==> config.mk <==
export PLATFORM = sky130hd
export DESIGN_NAME = lab2_demux
export DESIGN_NICKNAME = d
export VERILOG_FILES = /design/src/rtl/lab2_demux.sv
export SDC_FILE = /design/constraint.sdc
export NUM_CORES = 1
export LEC_CHECK = 0
export BUFFER_PORTS_ARGS = -buffer_cell sky130_fd_sc_hd__buf_2
export CELL_PAD_IN_SITES_DETAIL_PLACEMENT = 0
export CELL_PAD_IN_SITES_GLOBAL_PLACEMENT = 1
export CORE_ASPECT_RATIO = 0.8
export CORE_MARGIN = 1.5
export CORE_UTILIZATION = 33
export CTS_BUF_LIST = sky130_fd_sc_hd__clkbuf_8
export DETAILED_ROUTE_END_ITERATION = 12
export HOLD_SLACK_MARGIN = 0.02
export PLACE_DENSITY_LB_ADDON = 0.1
export SLEW_MARGIN = 25
export SYNTH_ARGS = -nofsm -noshare
export SYNTH_HDL_FRONTEND = slang
export SYNTH_SLANG_ARGS = --single-unit
==> constraint.sdc <==
create_clock -name Clock -period 1.3 [get_ports Clock]
set_input_delay 0 -clock Clock [delete_from_list [all_inputs] [get_ports Clock]]
set_output_delay 0 -clock Clock [all_outputs]
set_load 0.005 [all_outputs]
==> src/rtl/lab2_demux.sv <==
// Registered 2-bit 1-to-3 demultiplexer: a debounced Load press captures D
// into channel U, V or W, chosen by S or by a round-robin pointer in Auto mode.
module lab2_demux #(
  parameter int WIDTH = 2
) (
  input  logic             Clock,
  input  logic             Reset,
  input  logic [WIDTH-1:0] D,
  input  logic [1:0]       S,
  input  logic             Load,
  input  logic             Auto,
  output logic [WIDTH-1:0] U,
  output logic [WIDTH-1:0] V,
  output logic [WIDTH-1:0] W,
  output logic [2:0]       Valid,
  output logic             Frame,
  output logic [1:0]       P
);

  // Write request protocol: Load is a level with no ready; each low-to-high
  // transition yields exactly one strobe cycle, and the write lands at the
  // edge that ends that cycle. ld_s/ld_d reset high so a held Load is ignored.
  logic       ld_s;
  logic       ld_d;
  logic       strobe;
  logic [1:0] sel;
  logic [2:0] wr_mask;
  logic [2:0] next_valid;

  assign strobe = ld_s & ~ld_d;

  // S[1] dominates, matching the selector's priority.
  always_comb begin
    sel = 2'd0;
    if (Auto)      sel = P;
    else if (S[1]) sel = 2'd2;
    else if (S[0]) sel = 2'd1;
    else           sel = 2'd0;
  end

  assign wr_mask    = 3'b001 << sel;
  assign next_valid = Valid | wr_mask;

  always_ff @(posedge Clock) begin
    if (Reset) begin
      ld_s  <= 1'b1;
      ld_d  <= 1'b1;
      U     <= '0;
      V     <= '0;
      W     <= '0;
      Valid <= 3'b000;
      Frame <= 1'b0;
      P     <= 2'd0;
    end else begin
      ld_s  <= Load;
      ld_d  <= ld_s;
      Frame <= 1'b0;
      if (strobe) begin
        case (sel)
          2'd0:    U <= D;
          2'd1:    V <= D;
          default: W <= D;
        endcase
        // A completing write clears the set and announces the frame.
        if (next_valid == 3'b111) begin
          Valid <= 3'b000;
          Frame <= 1'b1;
        end else begin
          Valid <= next_valid;
        end
        if (Auto) P <= (P == 2'd2) ? 2'd0 : P + 2'd1;
      end
    end
  end

endmodule
* Word level (Yosys, flattened, before mapping)
Cells that the tools add are included.
** Word-level totals
- Register bits :: 14
- Input bits :: 8
- Output and inout bits :: 12
- Word-level logic and storage cells :: 31
** Cells by class
- Add/sub/neg operators :: 1
- Equality and inequality tests :: 3
- Shift-type cells :: 1
- Muxes and demuxes :: 6
- Bitwise gates (word level) :: 5
- Reduce and logical (&&, ||, !) cells :: 7
** Operators by type and width (count)
- AND reduction 2 bit :: 4
- two-way mux 2 bit :: 3
- OR reduction 2 bit :: 2
- equality test 3 bit (second input constant) :: 1
- two-way mux 3 bit :: 1
- NOT 1 bit :: 3
- bitwise OR 3 bit :: 1
- << shifter 1 x 2 -> 3 bit (first input constant) :: 1
- adder 2 x 1 -> 2 bit (second input constant) :: 1
- equality test 2 x 1 -> 1 bit (second input constant) :: 1
- equality test 2 bit (second input constant) :: 1
- zero test 2 bit :: 1
- two-way mux 1 bit :: 2
- AND 1 bit :: 1

* Logic depth before layout (Yosys ltp)
Gate-level depths: netlist of run 1.
- Depth in word-level cells :: 7
- Depth in mapped cells :: 5

* Worst setup path after synthesis of run 1
OpenSTA, ideal clock, no wires.
- Path kind :: reg-to-reg
- Start :: reg P[1]
- End :: reg Valid[2]
- Setup time :: 96 ps
- Data arrival time :: 1155 ps
- Setup slack :: 50 ps
- Stages on the path, launching flop included :: 5
- Clock period less this slack :: 1250 ps
- Path through :: dfxtp_1 and3b_1 nor3_4 nor2_1 o41ai_2
** On the way
- Cells in the longest elaborated chain, start to end :: 5
** RTL lines
- start, declared :: RTL line 17 : output logic [1:0] P
- start signal, assigned :: RTL line 71 : if (Auto) P <= (P == 2'd2) ? 2'd0 : P + 2'd1;
- two-way mux 2 bit * :: RTL line 35 : if (Auto) sel = P;
- << shifter 1 x 2 -> 3 bit * :: RTL line 41 : assign wr_mask = 3'b001 << sel;
- bitwise OR 3 bit * :: RTL line 42 : assign next_valid = Valid | wr_mask;
- equality test 3 bit :: RTL line 65 : if (next_valid == 3'b111) begin
- two-way mux 3 bit * :: RTL line 65
- end signal, assigned :: RTL line 69 : Valid <= next_valid;
- end, declared :: RTL line 15 : output logic [2:0] Valid,
Every way passes the cells marked *; elsewhere a longest branch is shown, timed or not.
A chain may end at the register's enable or synchronous reset.

* Worst setup path in the final report of run 1
Ends and elaborated chain as after synthesis.

==> flow_metrics.py, run 1 <==
metrics = {
    "detailed_routing": {
        "antenna_left": 0,
        "vias": 514,
        "wire_per_inst_um": 12.3,
        "drtIter0Drc": 3,
        "drt_first_pass_iters": 3,
        "avgViaCountPerCell": 4.80,
        "drc": 0,
        "wirelength_um": 1310,
    },
    "sta": {
        "setup_tns_ns": 0,
        "finClkSkew_ns": 0.00664,
        "period_share_pct": 96.3,
        "slew_headroom_pct": 78.0,
        "max_freq_mhz": 799,
        "worstMarginPinSlew_ns": 0.328,
        "slew_violations": 0,
        "setup_viol": 0,
        "period_minus_slack_ns": 1.25,
        "rsz0062_at_grt": "yes",
        "finalHoldViolCount": 0,
    },
    "critical_path": {
        "cp.arrival_ns": 1.41,
        "cp_data_required_time_ns": 1.45,
        "critPathTopFamily": "simple AND/OR/NAND/NOR gates",
        "max_stage_delay_ns": 0.35,
        "setup.worst_path.start_class": "flop",
        "critPathSlowestCell": "dfxtp_2",
        "critPathMaxFanout": 3,
        "r2r-end": "Valid[2]",
        "worstPathCellList": "and3b_2 > nor3_4 > nor2_1 > o41ai_2",
        "worstReg2RegStart": "P[1]",
        "path_class": "reg -> reg",
        "reg2reg_depth": 4,
        "reg2reg_slack_ns": 0.05,
        "critPathBufInv": 0,
        "endpoint_kind": "flop",
    },
    "cts": {
        "cts_tree": "built",
        "clk_latency_ns": 0.25,
        "root_buffer": "clkbuf_8",
        "cts_buffers": 3,
        "clk_pin_slew_worst_paths_ns": 0.06,
        "cts.sinks": 14,
        "cts_buffer_depth": 2,
        "postCtsSetupBuffers": 0,
        "htree_levels": 1,
    },
    "logic_synthesis": {
        "syn_area_per_cell_sq_um": 10.1,
        "synthArstFlopShare_pct": 0,
        "yosysWarnings": 0,
        "syn_nets": 69,
        "syn-cell-area_sq_um": 613,
        "synth-main-ff-cell": "dfxtp_1",
        "synth.distinct_cells": 24,
        "yosys_register_bits": 14,
        "yosysMostFrequentCell": "dfxtp_1",
        "synth_top_area_share_pct": 45.7,
        "synth_largest_area_cell": "dfxtp_1",
        "yosys-top-cells-count": "dfxtp_1, nor2_1, mux2i_1",
        "synth_area_leaders": "dfxtp_1, mux2i_1, nor2_1",
        "syn_inst": 61,
        "ys_seq_area_share_pct": 45.7,
        "synth_edf_count": 0,
    },
    "power_and_ir_drop": {
        "switchingPower_mw": 0.212,
        "ir_worst_vdd_mv": 0.763,
        "power.leakage_nw": 0.384,
        "clkPwrFrac_pct": 44.5,
        "swShare_pct": 22.2,
        "power_density_nw_per_um2": 1130,
        "p_seq_share_pct": 46.3,
        "p_int_mw": 0.745,
        "comb_power_share_pct": 9.2,
    },
    "worst_hold_path": {
        "min_path_type": "in -> reg",
        "worstHoldEndpoint": "W[1]",
        "min_from": "D[1]",
        "hold-path-cell-count": 3,
    },
    "grt": {
        "antenna_found_initial": 0,
        "grt_pass1_wl_um": 2160,
        "grtUsageTotal_pct": 14.3,
        "grt_max_degree": 16,
        "grt_pass1_vias": 501,
        "grt-ovfl-total": 0,
    },
    "final_layout": {
        "fin_util_pct": 50.1,
        "final_cells": 107,
        "fin_nets": 94,
        "area_growth_syn_to_layout_pct": 38.2,
        "drive_gt1_share_pct": 48.2,
        "antenna_cells": 0,
    },
    "die": {
        "pin_count": 20,
        "initial_utilization_pct": 36.2,
        "fp.dieW_um": 51.2,
        "num_rows": 13,
        "fp.dieArea_sq_um": 2130,
        "die_h_um": 41.6,
        "coreArea_sq_um": 1690,
    },
    "placement": {
        "gp_congestion": 0.780,
        "place_hpwl_um": 900,
        "place_inst": 102,
        "port_buffers": 19,
    },
    "flow_run": {
        "cap_violations": 0,
    },
    "outcome": {
        "status": "finished clean",
    },
}
## placed cells by master (no fill, tap or decap), types with 2 or more instances in the layout
cell	n
clkbuf_8	4
nor3b_2	2
nor2b_1	2
mux2i_1	7
nor2_1	9
a21oi_1	2
buf_4	2
nor3_2	2
dfxtp_2	2
buf_2	19
or2_2	2
or3_1	2
dfxtp_1	12
nand2_1	3
## worst max-delay path by stage
stage | start | to | slack (ns) | depth (start not counted)
6_report | P[1] | Valid[2] | 0.05 | 4
4_1_cts | P[1] | Valid[2] | 0.03 | 4
2_1_floorplan | P[1] | Valid[2] | 0.05 | 4
5_1_grt | P[1] | Valid[2] | -0.02 | 4
3_3_place_gp | P[0] | Valid[1] | 0.02 | 4
3_5_place_dp | P[0] | Valid[1] | 0.01 | 4
## layout make-up
| cell class | count | area (sq um) |
|---|---|---|
| fillers | 176 | 845 |
| multi-input cells | 44 | 358 |
| inverters | 1 | 3.75 |
| clock buffers | 4 | 55.1 |
| flip-flops and latches | 14 | 283 |
| well taps | 22 | 27.5 |
| repair buffers | 22 | 120 |
## cells by family after synthesis
group	share of synthesized area (%)
flip-flops	45.7
AO/OA/AOI/OAI	7.35
buffers and inverters	2.45
AND/OR/NAND/NOR	33.1
multiplexers	11.4
## routing by layer
metal,wire length [um],GRT usage (%),up-vias
met3,100,6.83,7
li1,-,-,261
met4,37,7.57,0
met5,0,0,-
met2,545,22.1,18
met1,628,16.1,228
## flip-flops by register name, indices dropped and copies added, names as in the netlist
register and count:
V 2, ld_s 1, W 2, ld_d 1
U 2, P 2, Valid 3, Frame 1
## power by group through the flow
stage	logic (mW)	clock network, mW	registers [mW]
floorplan	0.0452	0	0.452
global placement	0.0747	0	0.452
detailed placement	0.0743	0	0.452
CTS	0.0788	0.438	0.442
global route	0.0969	0.452	0.444
finish	0.0880	0.426	0.443
## timing repair
| action | 4_1_cts | 5_1_grt |
|---|---|---|
| hold endpoints to repair | 1 | 0 |
| hold buffers | 1 | 0 |
| pin swaps | 0 | 6 |
| gates resized for setup | 1 | 9 |
| setup endpoints to repair | 2 | 10 |
## per-stage QoR
step | area [sq um] | power (mW) | setup WS (ns) | hold slack, ns
floorplan | 613 | 0.497 | 0.0496 | 0.0716
global placement | 739 | 0.526 | 0.0222 | 0.184
detailed placement | 739 | 0.526 | 0.0147 | 0.185
CTS | 811 | 0.959 | 0.0341 | 0.0241
global route | 847 | 0.993 | -0.0178 | 0.0621
finish | 847 | 0.957 | 0.0481 | 0.0224
## worst min-delay path: stages
cell and delay [ns]:
buf_2 0.10, mux2i_1 0.06, nor2_1 0.07
(Power assumes the default switching activity.)
==> run 2, diff against run 1 <==
Settings changed: ABC_AREA set to 1.
==> flow_metrics.py, run 2 <==
metrics = {
    "logic_synthesis": {
        "syn_inst": 89,
        "synth_xor_xnor_area_share_pct": 0,
        "synth_largest_area_cell": "dfxtp_1",
        "synth_top_family_by_area": "simple AND/OR/NAND/NOR gates",
        "synthArstFlopShare_pct": 0,
        "yosysWarnings": 0,
        "synth-main-ff-cell": "dfxtp_1",
        "synth_edf_count": 0,
        "syn_area_per_cell_sq_um": 7.07,
        "ys_seq_area_share_pct": 44.5,
        "synthSimpleGateAreaFrac_pct": 35.0,
        "syn-cell-area_sq_um": 629,
        "synth.distinct_cells": 15,
        "synth_compound_area_share_pct": 9.74,
        "syn_nets": 97,
        "yosysMostFrequentCell": "nand2_1",
        "synth_top_area_share_pct": 44.5,
        "yosys_register_bits": 14,
        "synthMuxAreaShare_pct": 0,
        "yosys-top-cells-count": "nand2_1, inv_1, dfxtp_1, nor2_1, nand2_2",
        "synth_area_leaders": "dfxtp_1, nand2_1, inv_1",
        "synthAdderAreaFrac_pct": 0,
    },
    "cts": {
        "cts_buffer_depth": 2,
        "htree_levels": 1,
        "cts.sinks": 14,
        "clk_latency_ns": 0.24,
        "root_buffer": "clkbuf_8",
        "cts_tree": "built",
        "clk_pin_slew_worst_paths_ns": 0.06,
        "postCtsSetupBuffers": 0,
        "cts_buffers": 3,
    },
    "final_layout": {
        "regArea_sq_um": 280,
        "largest_reg_flops": 3,
        "top_register": "Valid",
        "area_growth_syn_to_layout_pct": 30.4,
        "fin_util_pct": 48.1,
        "final_cell_mix": "buf_2, nand2_1, inv_1",
        "fillers": 176,
        "multi_input_area_sq_um": 282,
        "fin_nets": 124,
        "final_cells": 136,
        "drive_gt1_share_pct": 34.2,
        "layout_commonest_cell": "buf_2",
        "antenna_cells": 0,
        "fin_area_sq_um": 821,
    },
    "power_and_ir_drop": {
        "total_power_mw": 0.886,
        "ir_worst_vdd_mv": 0.860,
        "p_int_mw": 0.682,
        "clkPwrFrac_pct": 39.5,
        "power.leakage_nw": 0.412,
        "p_seq_share_pct": 50.2,
        "swShare_pct": 23.0,
        "switchingPower_mw": 0.204,
        "comb_power_share_pct": 10.3,
        "power_density_nw_per_um2": 1080,
    },
    "die": {
        "fp.dieArea_sq_um": 2180,
        "coreArea_sq_um": 1710,
        "num_rows": 13,
        "die_h_um": 42.1,
        "pin_count": 20,
        "initial_utilization_pct": 36.8,
        "fp.dieW_um": 51.8,
    },
    "placement": {
        "port_buffers": 19,
        "place_ws_ns": 0.191,
        "place_inst": 131,
        "gp_congestion": 0.745,
        "place_hpwl_um": 1020,
        "place_area_sq_um": 759,
    },
    "sta": {
        "setup_tns_ns": 0,
        "rsz0062_at_grt": "no",
        "finClkSkew_ns": 0.00366,
        "period_share_pct": 84.4,
        "fin_hold_ws_ns": 0.0333,
        "finalHoldViolCount": 0,
        "max_freq_mhz": 912,
        "period_minus_slack_ns": 1.10,
        "slew_headroom_pct": 84.4,
        "finalWorstSetupSlack_ns": 0.203,
        "slew_violations": 0,
        "setup_viol": 0,
        "worstMarginPinSlew_ns": 0.231,
    },
    "detailed_routing": {
        "avgViaCountPerCell": 4.23,
        "vias": 575,
        "antenna_left": 0,
        "drtIter0Drc": 5,
        "wirelength_um": 1280,
        "drc": 0,
        "drt_first_pass_iters": 4,
        "wire_per_inst_um": 9.43,
    },
    "critical_path": {
        "critPathMaxFanout": 4,
        "endpoint_kind": "flop",
        "setup.worst_path.start_class": "flop",
        "cp.arrival_ns": 1.24,
        "path_class": "reg -> reg",
        "cp_data_required_time_ns": 1.44,
        "reg2reg_depth": 7,
    },
    "grt": {
        "grt_pass1_wl_um": 2210,
        "grtUsageTotal_pct": 14.0,
        "grt_max_degree": 8,
        "grt_pass1_vias": 499,
        "grt-ovfl-total": 0,
        "antenna_found_initial": 0,
    },
    "worst_hold_path": {
        "min_path_type": "in -> reg",
        "hold-path-cell-count": 3,
    },
    "flow_run": {
        "cap_violations": 0,
    },
    "outcome": {
        "status": "finished clean",
    },
}
## run 2: power by group through the flow
stage | clock [mW] | combinational [mW] | sequential (mW)
after floorplan | 0 | 0.0519 | 0.454
after detailed placement | 0 | 0.0881 | 0.454
after global routing | 0.377 | 0.103 | 0.446
after CTS | 0.359 | 0.0929 | 0.445
final | 0.350 | 0.0916 | 0.444
after global placement | 0 | 0.0882 | 0.453
## run 2: logic make-up after synthesis
family / Yosys count
simple gates: 46
flops: 14
compound gates: 11
buf+inv: 18
## run 2: final cells by class
cell class | count | area share (%)
multi-input cells | 57 | 34.3
flip-flops and latches | 14 | 34.1
repair buffers | 22 | 14.9
inverters | 18 | 8.23
clock buffers | 3 | 5.03
well taps | 22 | 3.35
## run 2: layer usage
layer	routed length [um]	GRT usage (%)
met1	661	18.3
met4	27	6.32
met3	74	6.43
met2	519	19.5
met5	0	0
## run 2: timing repair
action,CTS,global route
resized for setup,0,0
hold endpoints to repair,5,0
hold buffers,2,0
## run 2: final timing paths
check,slack [ns],end,from
worst max-delay path,0.20,Valid[0],ld_s
worst min-delay path,0.03,W[1],D[1]
worst max register to register,0.20,Valid[0],ld_s
worst min register to register,0.44,U[0],U[0]
## run 2: worst max-delay path, stage by stage, from the launching register on
cell and delay (ns):
dfxtp_1 0.30, inv_1 0.07, nor2_4 0.11, inv_1 0.10
nor2_1 0.18, nand3_2 0.11, nand2_2 0.09, nor2_1 0.04
